## src/rtl/top_entity.sv

```systemverilog
// ---------------------------------------------------------------------------
// top_entity : runtime-verification monitor built around two sliding windows.
//
// Input events and the periodic timer tick are merged into event records and
// buffered in a small FIFO. The evaluator pops one record per cycle. It
// updates the window buckets and drives the output streams with activity
// flags.
//
// Parameters
//   PERIOD_CYCLES : clock cycles per periodic tick
//   W0_BUCKETS    : period buckets in window 0 (sum of input_0)
//   W1_BUCKETS    : period buckets in window 1 (count of input_1 events)
//   Q_DEPTH       : event queue depth (>= 2)
//
// Ports
//   clk, rst                 : clock, asynchronous active-high reset
//   en                       : enable; low holds all state and forces the
//                              flag and q_* outputs to 0
//   input_i / new_input_i    : input value and its presence strobe (i = 0..2)
//   output_i                 : output stream values (held between evaluations)
//   output_i_aktv            : output i was evaluated this cycle
//   q_push / q_push_valid    : record offered / accepted by the queue
//   q_pop  / q_pop_valid     : evaluator request / record delivered
//   pacing_i                 : output i scheduled in the evaluated record
//   slide_0 / slide_1        : window 0 / 1 rotated in the evaluated record
// ---------------------------------------------------------------------------
module top_entity #(
   parameter int unsigned PERIOD_CYCLES = 500,
   parameter int unsigned W0_BUCKETS    = 2,
   parameter int unsigned W1_BUCKETS    = 3,
   parameter int unsigned Q_DEPTH       = 4
) (
   input  logic               clk,
   input  logic               rst,
   input  logic               en,
   input  logic signed [63:0] input_0,
   input  logic signed [63:0] input_1,
   input  logic signed [63:0] input_2,
   input  logic               new_input_0,
   input  logic               new_input_1,
   input  logic               new_input_2,
   output logic signed [63:0] output_0,
   output logic signed [63:0] output_1,
   output logic signed [63:0] output_2,
   output logic               output_0_aktv,
   output logic               output_1_aktv,
   output logic               output_2_aktv,
   output logic               q_push,
   output logic               q_pop,
   output logic               q_push_valid,
   output logic               q_pop_valid,
   output logic               pacing_0,
   output logic               pacing_1,
   output logic               pacing_2,
   output logic               slide_0,
   output logic               slide_1
);

   localparam int unsigned CW = (PERIOD_CYCLES > 1) ? $clog2(PERIOD_CYCLES) : 1;
   localparam int unsigned PW = $clog2(Q_DEPTH);
   localparam int unsigned NW = $clog2(Q_DEPTH + 1);

   // input_1 only contributes its presence: window 1 counts events.
   typedef struct packed {
      logic [63:0] v0;
      logic [63:0] v2;
      logic        n0;
      logic        n1;
      logic        n2;
      logic        tick;
   } rec_t;

   // Reset gates the combinational queue strobes so that every q_* output
   // reads 0 while reset is held.
   logic act;
   assign act = en & ~rst;

   // ---------------- timebase ----------------
   logic [CW-1:0] tb_cnt;
   logic          tick;

   assign tick = act && (tb_cnt == CW'(PERIOD_CYCLES - 1));

   always_ff @(posedge clk or posedge rst) begin
      if (rst) begin
         tb_cnt <= '0;
      end else if (en) begin
         tb_cnt <= tick ? '0 : tb_cnt + 1'b1;
      end
   end

   // ---------------- event queue ----------------
   rec_t          mem [Q_DEPTH];
   logic [PW-1:0] wr_ptr, rd_ptr;
   logic [NW-1:0] count;
   logic          full, empty, push, push_ok, pop_ok;
   rec_t          in_rec, head;

   assign full    = (count == NW'(Q_DEPTH));
   assign empty   = (count == '0);
   assign push    = act & (new_input_0 | new_input_1 | new_input_2 | tick);
   assign pop_ok  = act & ~empty;
   // A simultaneous pop frees a slot, so a full queue still accepts.
   assign push_ok = push & (~full | pop_ok);

   assign q_push       = push;
   assign q_pop        = act;
   assign q_push_valid = push_ok;
   assign q_pop_valid  = pop_ok;

   always_comb begin
      in_rec      = '0;
      in_rec.v0   = input_0;
      in_rec.v2   = input_2;
      in_rec.n0   = new_input_0;
      in_rec.n1   = new_input_1;
      in_rec.n2   = new_input_2;
      in_rec.tick = tick;
   end

   assign head = mem[rd_ptr];

   always_ff @(posedge clk) begin
      if (push_ok) begin
         mem[wr_ptr] <= in_rec;
      end
   end

   always_ff @(posedge clk or posedge rst) begin
      if (rst) begin
         wr_ptr <= '0;
         rd_ptr <= '0;
         count  <= '0;
      end else begin
         if (push_ok) begin
            wr_ptr <= (wr_ptr == PW'(Q_DEPTH - 1)) ? '0 : wr_ptr + 1'b1;
         end
         if (pop_ok) begin
            rd_ptr <= (rd_ptr == PW'(Q_DEPTH - 1)) ? '0 : rd_ptr + 1'b1;
         end
         case ({push_ok, pop_ok})
            2'b10:   count <= count + 1'b1;
            2'b01:   count <= count - 1'b1;
            default: count <= count;
         endcase
      end
   end

   // ---------------- evaluator ----------------
   // Bucket [0] is the current period; higher indices are older periods.
   logic [63:0] w0 [W0_BUCKETS];
   logic [63:0] w1 [W1_BUCKETS];
   logic [63:0] w0_nxt [W0_BUCKETS];
   logic [63:0] w1_nxt [W1_BUCKETS];
   logic [63:0] w0_cur, w1_cur, sum0, sum1, o0_latest, o2_val;
   logic [63:0] o0_q, o1_q, o2_q;
   logic        o0_seen;
   logic [2:0]  aktv_q;
   logic [1:0]  slide_q;

   always_comb begin
      w0_cur = w0[0] + (head.n0 ? head.v0 : 64'd0);
      w1_cur = w1[0] + (head.n1 ? 64'd1 : 64'd0);

      sum0 = w0_cur;
      for (int unsigned i = 1; i < W0_BUCKETS; i++) begin
         sum0 = sum0 + w0[i];
      end
      sum1 = w1_cur;
      for (int unsigned i = 1; i < W1_BUCKETS; i++) begin
         sum1 = sum1 + w1[i];
      end

      // A tick in the same record supplies a fresh output_0 to output_2.
      o0_latest = head.tick ? sum0 : (o0_seen ? o0_q : 64'd0);
      o2_val    = head.v2 + o0_latest;

      // Rotation walks from the oldest bucket down so each slot picks up
      // its neighbour's value before that neighbour is overwritten.
      w0_nxt    = w0;
      w0_nxt[0] = w0_cur;
      w1_nxt    = w1;
      w1_nxt[0] = w1_cur;
      if (head.tick) begin
         for (int unsigned i = W0_BUCKETS - 1; i >= 1; i--) begin
            w0_nxt[i] = w0_nxt[i-1];
         end
         w0_nxt[0] = '0;
         for (int unsigned i = W1_BUCKETS - 1; i >= 1; i--) begin
            w1_nxt[i] = w1_nxt[i-1];
         end
         w1_nxt[0] = '0;
      end
   end

   always_ff @(posedge clk or posedge rst) begin
      if (rst) begin
         for (int unsigned i = 0; i < W0_BUCKETS; i++) w0[i] <= '0;
         for (int unsigned i = 0; i < W1_BUCKETS; i++) w1[i] <= '0;
         o0_q    <= '0;
         o1_q    <= '0;
         o2_q    <= '0;
         o0_seen <= 1'b0;
         aktv_q  <= '0;
         slide_q <= '0;
      end else if (en) begin
         aktv_q  <= '0;
         slide_q <= '0;
         if (pop_ok) begin
            w0      <= w0_nxt;
            w1      <= w1_nxt;
            aktv_q  <= {head.n2, head.tick, head.tick};
            slide_q <= {2{head.tick}};
            if (head.tick) begin
               o0_q    <= sum0;
               o1_q    <= sum1;
               o0_seen <= 1'b1;
            end
            if (head.n2) begin
               o2_q <= o2_val;
            end
         end
      end
   end

   assign output_0 = o0_q;
   assign output_1 = o1_q;
   assign output_2 = o2_q;

   assign output_0_aktv = act & aktv_q[0];
   assign output_1_aktv = act & aktv_q[1];
   assign output_2_aktv = act & aktv_q[2];
   assign pacing_0      = act & aktv_q[0];
   assign pacing_1      = act & aktv_q[1];
   assign pacing_2      = act & aktv_q[2];
   assign slide_0       = act & slide_q[0];
   assign slide_1       = act & slide_q[1];

endmodule

```

## config.mk

```make
export PLATFORM = sky130hd
export DESIGN_NAME = top_entity
export DESIGN_NICKNAME = d
export VERILOG_FILES = /design/src/rtl/top_entity.sv
export SDC_FILE = /design/constraint.sdc
export NUM_CORES = 2
export LEC_CHECK = 0
export CAP_MARGIN = 30
export CORE_ASPECT_RATIO = 1.2
export CORE_MARGIN = 4
export CORE_UTILIZATION = 55
export CTS_CLUSTER_DIAMETER = 120
export DETAILED_ROUTE_END_ITERATION = 10
export MAX_ROUTING_LAYER = met4
export PLACE_DENSITY = 0.72
export SLEW_MARGIN = 20
export SYNTH_ARGS = -nofsm -noshare
export SYNTH_HDL_FRONTEND = slang
export SYNTH_SLANG_ARGS = --single-unit
```

## constraint.sdc

```tcl
create_clock -name clk -period 21.5 [get_ports clk]
set_clock_uncertainty 0.15 [all_clocks]
set_input_delay 4.3 -clock clk [delete_from_list [all_inputs] [get_ports clk]]
set_output_delay 4.3 -clock clk [all_outputs]
set_load 0.02 [all_outputs]
```

== After elaboration in Yosys (flattened, before gate mapping) ==
Memories as Yosys holds them, arrays and structs flattened.
Cells that the tools add are included.
Operators by class
  add/sub/neg operators: 11
  equal/unequal tests: 6
  multiplexer cells: 14
  bitwise gates (word level): 16
  reduce and logical (&&, ||, !) cells: 6
Operators by type and width (count)
  64-bit adder: 5
  192-bit two-way mux: 1
  64-bit two-way mux: 3
  128-bit two-way mux: 1
  64-bit by 1-bit adder with 64-bit output: 1
  9-bit by 1-bit adder with 9-bit output, second input constant: 1
  1-bit AND: 9
  9-bit equality test, second input constant: 1
  9-bit two-way mux: 1
  2-bit equality test, second input constant: 3
  2-bit two-way mux: 3
  3-bit one-hot mux with 2 select lines: 1
  3-bit AND reduction: 2
  2-bit by 1-bit adder with 2-bit output, second input constant: 2
  1-bit OR: 4
  3-bit by 1-bit adder with 3-bit output, second input constant: 1
  3-bit equality test, second input constant: 1
  3-bit zero test: 1
  1-bit two-way mux: 3
  3-bit two-way mux: 1
  1-bit NOT: 3
  3-bit by 1-bit subtractor with 3-bit output, second input constant: 1
  2-bit by 1-bit equality test with 1-bit output, second input constant: 1
  2-bit AND reduction: 1
  other kinds (2): 2
Storage, ports and cells
  register bits after elaboration: 534
  RAM bits: 528
  input port bits: 198
  output and inout bits: 204
  word-level logic and storage cells: 69
  memories: 1
Memories
  mem: words 4, width 132, rd ports 1, clocked after memory_dff 0, wr ports 1, RTL line 93  | rec_t mem [Q_DEPTH];

== Longest topological paths before layout ==
  depth in word-level cells: 8
  gate-level depth with buffers: 44
  gate-level depth less buffers: 41

== Worst setup path before layout ==
Ideal clock, no wire load.
  kind: input to output
  from: in en
  to: out q_pop_valid
  data arrival time: 6.061 ns
  setup slack: 10.989 ns
  cell stages on the path: 7
  path through: clkbuf_1 -> nor2b_1 -> clkbuf_1 -> o31ai_1 -> inv_1 -> clkbuf_1 -> clkbuf_1
On the way
  longest elaborated chain between the ends: 2
RTL lines
  start: declaration: RTL line 35  | input logic en,
  1-bit AND: RTL line 76  | assign act = en & ~rst;
  net q_pop: RTL line 49  | output logic q_pop,
  1-bit AND: RTL line 102  | assign pop_ok = act & ~empty;
  end: declaration: RTL line 51  | output logic q_pop_valid,
The timed path passes the listed nets, and every way through them passes these cells.

== Worst setup path in the final report ==
  from: reg rd_ptr[1]
  to: reg o2_q[61] (netlist: output_2[61])
On the way
  longest elaborated chain between the ends: 6
RTL lines
  start: declaration: RTL line 94  | logic [PW-1:0] wr_ptr, rd_ptr;
  start signal: assignment: RTL line 139  | rd_ptr <= (rd_ptr == PW'(Q_DEPTH - 1)) ? '0 : rd_ptr + 1'b1;
  memory 4 x 132 bit
  64-bit two-way mux: RTL line 162  | w0_cur = w0[0] + (head.n0 ? head.v0 : 64'd0);
  64-bit adder: RTL line 162
  net w0_cur[25]: RTL line 155  | logic [63:0] w0_cur, w1_cur, sum0, sum1, o0_latest, o2_val;
  64-bit adder: RTL line 167  | sum0 = sum0 + w0[i];
  64-bit two-way mux: RTL line 175  | o0_latest = head.tick ? sum0 : (o0_seen ? o0_q : 64'd0);
  64-bit adder: RTL line 176  | o2_val = head.v2 + o0_latest;
  end signal: assignment: RTL line 220  | o2_q <= o2_val;
  end: declaration: RTL line 156  | logic [63:0] o0_q, o1_q, o2_q;
The timed path passes the listed nets, and every way through them passes these cells.
A chain may end at the register's enable or synchronous reset.

==> reports/results.txt <==
The run finished with clean final reports. The number of antenna violations at the first check in global routing came out at 8. The floorplan step set the die height to 362.4 um. After clock tree synthesis, the setup repair step added 0 buffers. The number of hold-slack violations in the final timing report was 0; the path depth of the worst reg2reg path was 38. Of all nets on the critical path, the largest fanout is 64. The clock tree synthesis step divided the H-tree into 3 levels. The detailed-router iteration count before antenna repair was 6.

A synthesized cell averages 10.68 um^2. Via count of the first global-routing pass: 41250. The die covers 109900 um^2.

Setup repair after global routing left no endpoint under its margin. The post-synthesis cell count came out at 5387. The total overflow left after global routing is 0. Clock-pin slew was measured on the worst setup and hold paths at 60 ps. The logs give 5913 for the total nets after synthesis and 1059 for the total clock sinks. After detailed routing, the total wire length is 155500 um.

The number of clock buffers added by TritonCTS is 108. The number of vias per cell after detailed routing is 5.907. The run gives 0 as the antenna violation net count after detailed routing. From synthesis to final layout, the design area changed by 14.32%. STA puts the critical path data arrival time at 11900 ps. The tools report the launching element type of the critical path as a flip-flop. STA puts the critical path data required time at 21910 ps. The number of endpoints failing setup at the final stage was 0; the number of port buffers was 337.

The number of hold buffers added after CTS was 0. The tools report the maximum root-to-sink buffer count as 3. By instance count, the leading cell after synthesis is sky130_fd_sc_hd__nand2_1. The run gives 242100 um as the global-route wire length before repair.

The initialized floorplan defines 129 standard-cell rows. The number of maximum-capacitance violations came out at 0. The HPWL after detailed placement is 112300 um. The number of violations reported at the end of detailed-routing iteration 0 was 3510. The delay of the slowest cell on the worst path came out at 880 ps. Routability-driven placement finished with a final weighted congestion of 0.9340. The classification of the worst-slack hold path is flip-flop to flip-flop. Summing every instance area after synthesis gives 57560 um^2. The commonest register cell after synthesis was sky130_fd_sc_hd__dfrtp_1. Yosys attributes the largest share of cell area to sky130_fd_sc_hd__edfxtp_1 (28%), sky130_fd_sc_hd__dfrtp_1 (23%), sky130_fd_sc_hd__nand2_1 (6.6%). The share of the yosys chip area belonging to registers was 0.5063; the final worst-path cycle share was 0.5343. TritonCTS built the clock tree. The synthesized design contains 528 enable-type register cells. The top-area cell type share of the netlist area works out to 0.2755. The total core area came out at 103500 um^2.

The run gives 0.2922 as the overall global routing resource usage. The fraction of final layout cells sized beyond drive strength 1 was 0.07498; the net count of the finished layout was 6127. The critical path endpoint category was a flip-flop. The tools report the highest clock frequency the design can meet as 87.06 MHz. Count of warnings emitted by yosys: 0. For the clock insertion delay at the later pin of the skew report, the log shows 730 ps.

The setup TNS after final layout is 0 ps. The worst hold path was traced through 2 stages. The synthesized design spends more area on one cell type than any other, namely sky130_fd_sc_hd__edfxtp_1. For the fill cell total of the finished layout, the log shows 8216. The post-cts gate resize count is 0, and the total via count in the routed design is 41810. The synthesized netlist contains 101 unique library cells. Measured along the x axis, the die boundary spans 303.3 um. Root cell of the clock tree: sky130_fd_sc_hd__clkbuf_16.

The remaining max-slew budget at the tightest pin came out at 0.3247. Counting I/O delays and the setup requirement, the final critical path takes 11490 ps. The remaining design rule violation count was 0; the routed wire length per instance was 21.96 um. 402 I/O pins were placed. The critical path class was flip-flop to flip-flop. In this run, synthesis produced a sequential element count of 1059.

The share of synthesized flip-flops with an asynchronous set or reset is 0.5014. The worst-margin pin slew is 1013 ps, and the effective utilization at floorplan is 0.5563. Sorting the synthesized cells by how often they occur yields sky130_fd_sc_hd__nand2_1 (1018), sky130_fd_sc_hd__dfrtp_1 (531), sky130_fd_sc_hd__edfxtp_1 (528). Slowest cell on the critical path: sky130_fd_sc_hd__dfrtp_4.

The count of final max-slew check failures was 0. For the maximum number of pins on one net before global-route repair, the log shows 258.
path summary, 6_finish.rpt:
| path | start | end | slack (ps) |
|---|---|---|---|
| hold reg to reg | output_1[45]$_DFFE_PP0P_ | output_1[45]$_DFFE_PP0P_ | 320 |
| hold / removal | output_1[45]$_DFFE_PP0P_ | output_1[45]$_DFFE_PP0P_ | 320 |
| max in group asynchronous | rst | output_2[22]$_DFFE_PP0P_ | 14940 |
| setup reg to reg | rd_ptr[1]$_DFFE_PP0P_ | output_2[61]$_DFFE_PP0P_ | 10010 |
| min in group asynchronous | rst | wr_ptr[0]$_DFFE_PP0P_ | 3810 |
| setup / recovery | rd_ptr[1]$_DFFE_PP0P_ | output_2[61]$_DFFE_PP0P_ | 10010 |
registers in the layout (all words and copies together) (netlist names):
name,count
output_1,64
wr_ptr,2
tb_cnt,9
count,3
aktv_q,2
w0,128
output_0,64
mem,528
o0_seen,1
rd_ptr,2
output_2,64
w1,192
worst max-delay path, delay by kind of cell (launching register included):
family / cells / cell delay [ps]
XOR/XNOR: 3 / 940
AND/OR/NAND/NOR: 6 / 1130
buffers and inverters: 2 / 690
multiplexers: 1 / 440
flip-flops: 1 / 880
AO/OA/AOI/OAI: 23 / 5990
adder cells (fa/ha/maj): 3 / 1080
cells in the final DEF, fill, tap and decap left out, types with 134 or more instances in the layout:
cell type	synthesis	final
sky130_fd_sc_hd__clkdlybuf4s50_1	0	337
sky130_fd_sc_hd__o21ai_0	392	392
sky130_fd_sc_hd__nand2_1	1018	1016
sky130_fd_sc_hd__edfxtp_1	528	528
sky130_fd_sc_hd__dfrtp_1	531	528
sky130_fd_sc_hd__nor2_1	193	191
sky130_fd_sc_hd__nand3_1	134	134
sky130_fd_sc_hd__ha_1	260	260
sky130_fd_sc_hd__xnor2_1	178	178
sky130_fd_sc_hd__a21oi_1	286	286
sky130_fd_sc_hd__a21o_1	170	170
sky130_fd_sc_hd__inv_1	200	199
per-stage QoR:
step	area [um^2]	hold slack [ps]	worst slack [ps]	std cells	util
5_1_grt	65800	343.1	9477	7077	0.6360
3_3_place_gp	62010	306.1	10100	6861	0.5993
6_report	65800	318.4	10010	7078	0.6360
2_1_floorplan	57560	294.1	2211	5387	-
3_5_place_dp	62010	310.7	10050	6861	0.5993
4_1_cts	65640	323.6	10040	7065	0.6345
cells by family after synthesis:
family | after synthesis | share of synthesized area
XOR/XNOR | 302 | 0.04621
buffers and inverters | 480 | 0.03187
flip-flops | 1059 | 0.5063
multiplexers | 170 | 0.05808
AND/OR/NAND/NOR | 1794 | 0.1412
adder cells (fa/ha/maj) | 328 | 0.08017
AO/OA/AOI/OAI | 1254 | 0.1361
routing by layer:
layer / wire, um / up-vias / part of all wire / global-route usage
li1: - / 19760 / - / -
met5: 0 / - / 0 / -
met3: 9445 / 214 / 0.061 / 0.04155
met1: 63480 / 20590 / 0.41 / 0.3734
met2: 77200 / 1241 / 0.50 / 0.4828
met4: 5334 / 0 / 0.034 / 0.09930
layout make-up:
class                   instances  area, um^2  share of cell area
multi-input cells            3848       26670              0.4053
clock buffers                 155        3080             0.04681
diodes                          8       20.02           0.0003042
inverters                     202       765.7             0.01164
flip-flops and latches       1059       29150              0.4430
clock inverters                49       555.5            0.008443
repair buffers                382        3836             0.05830
well taps                    1375        1720             0.02615
Power is not shown: default switching activity piles up to over one toggle a cycle in this logic, so the estimate is an artifact.
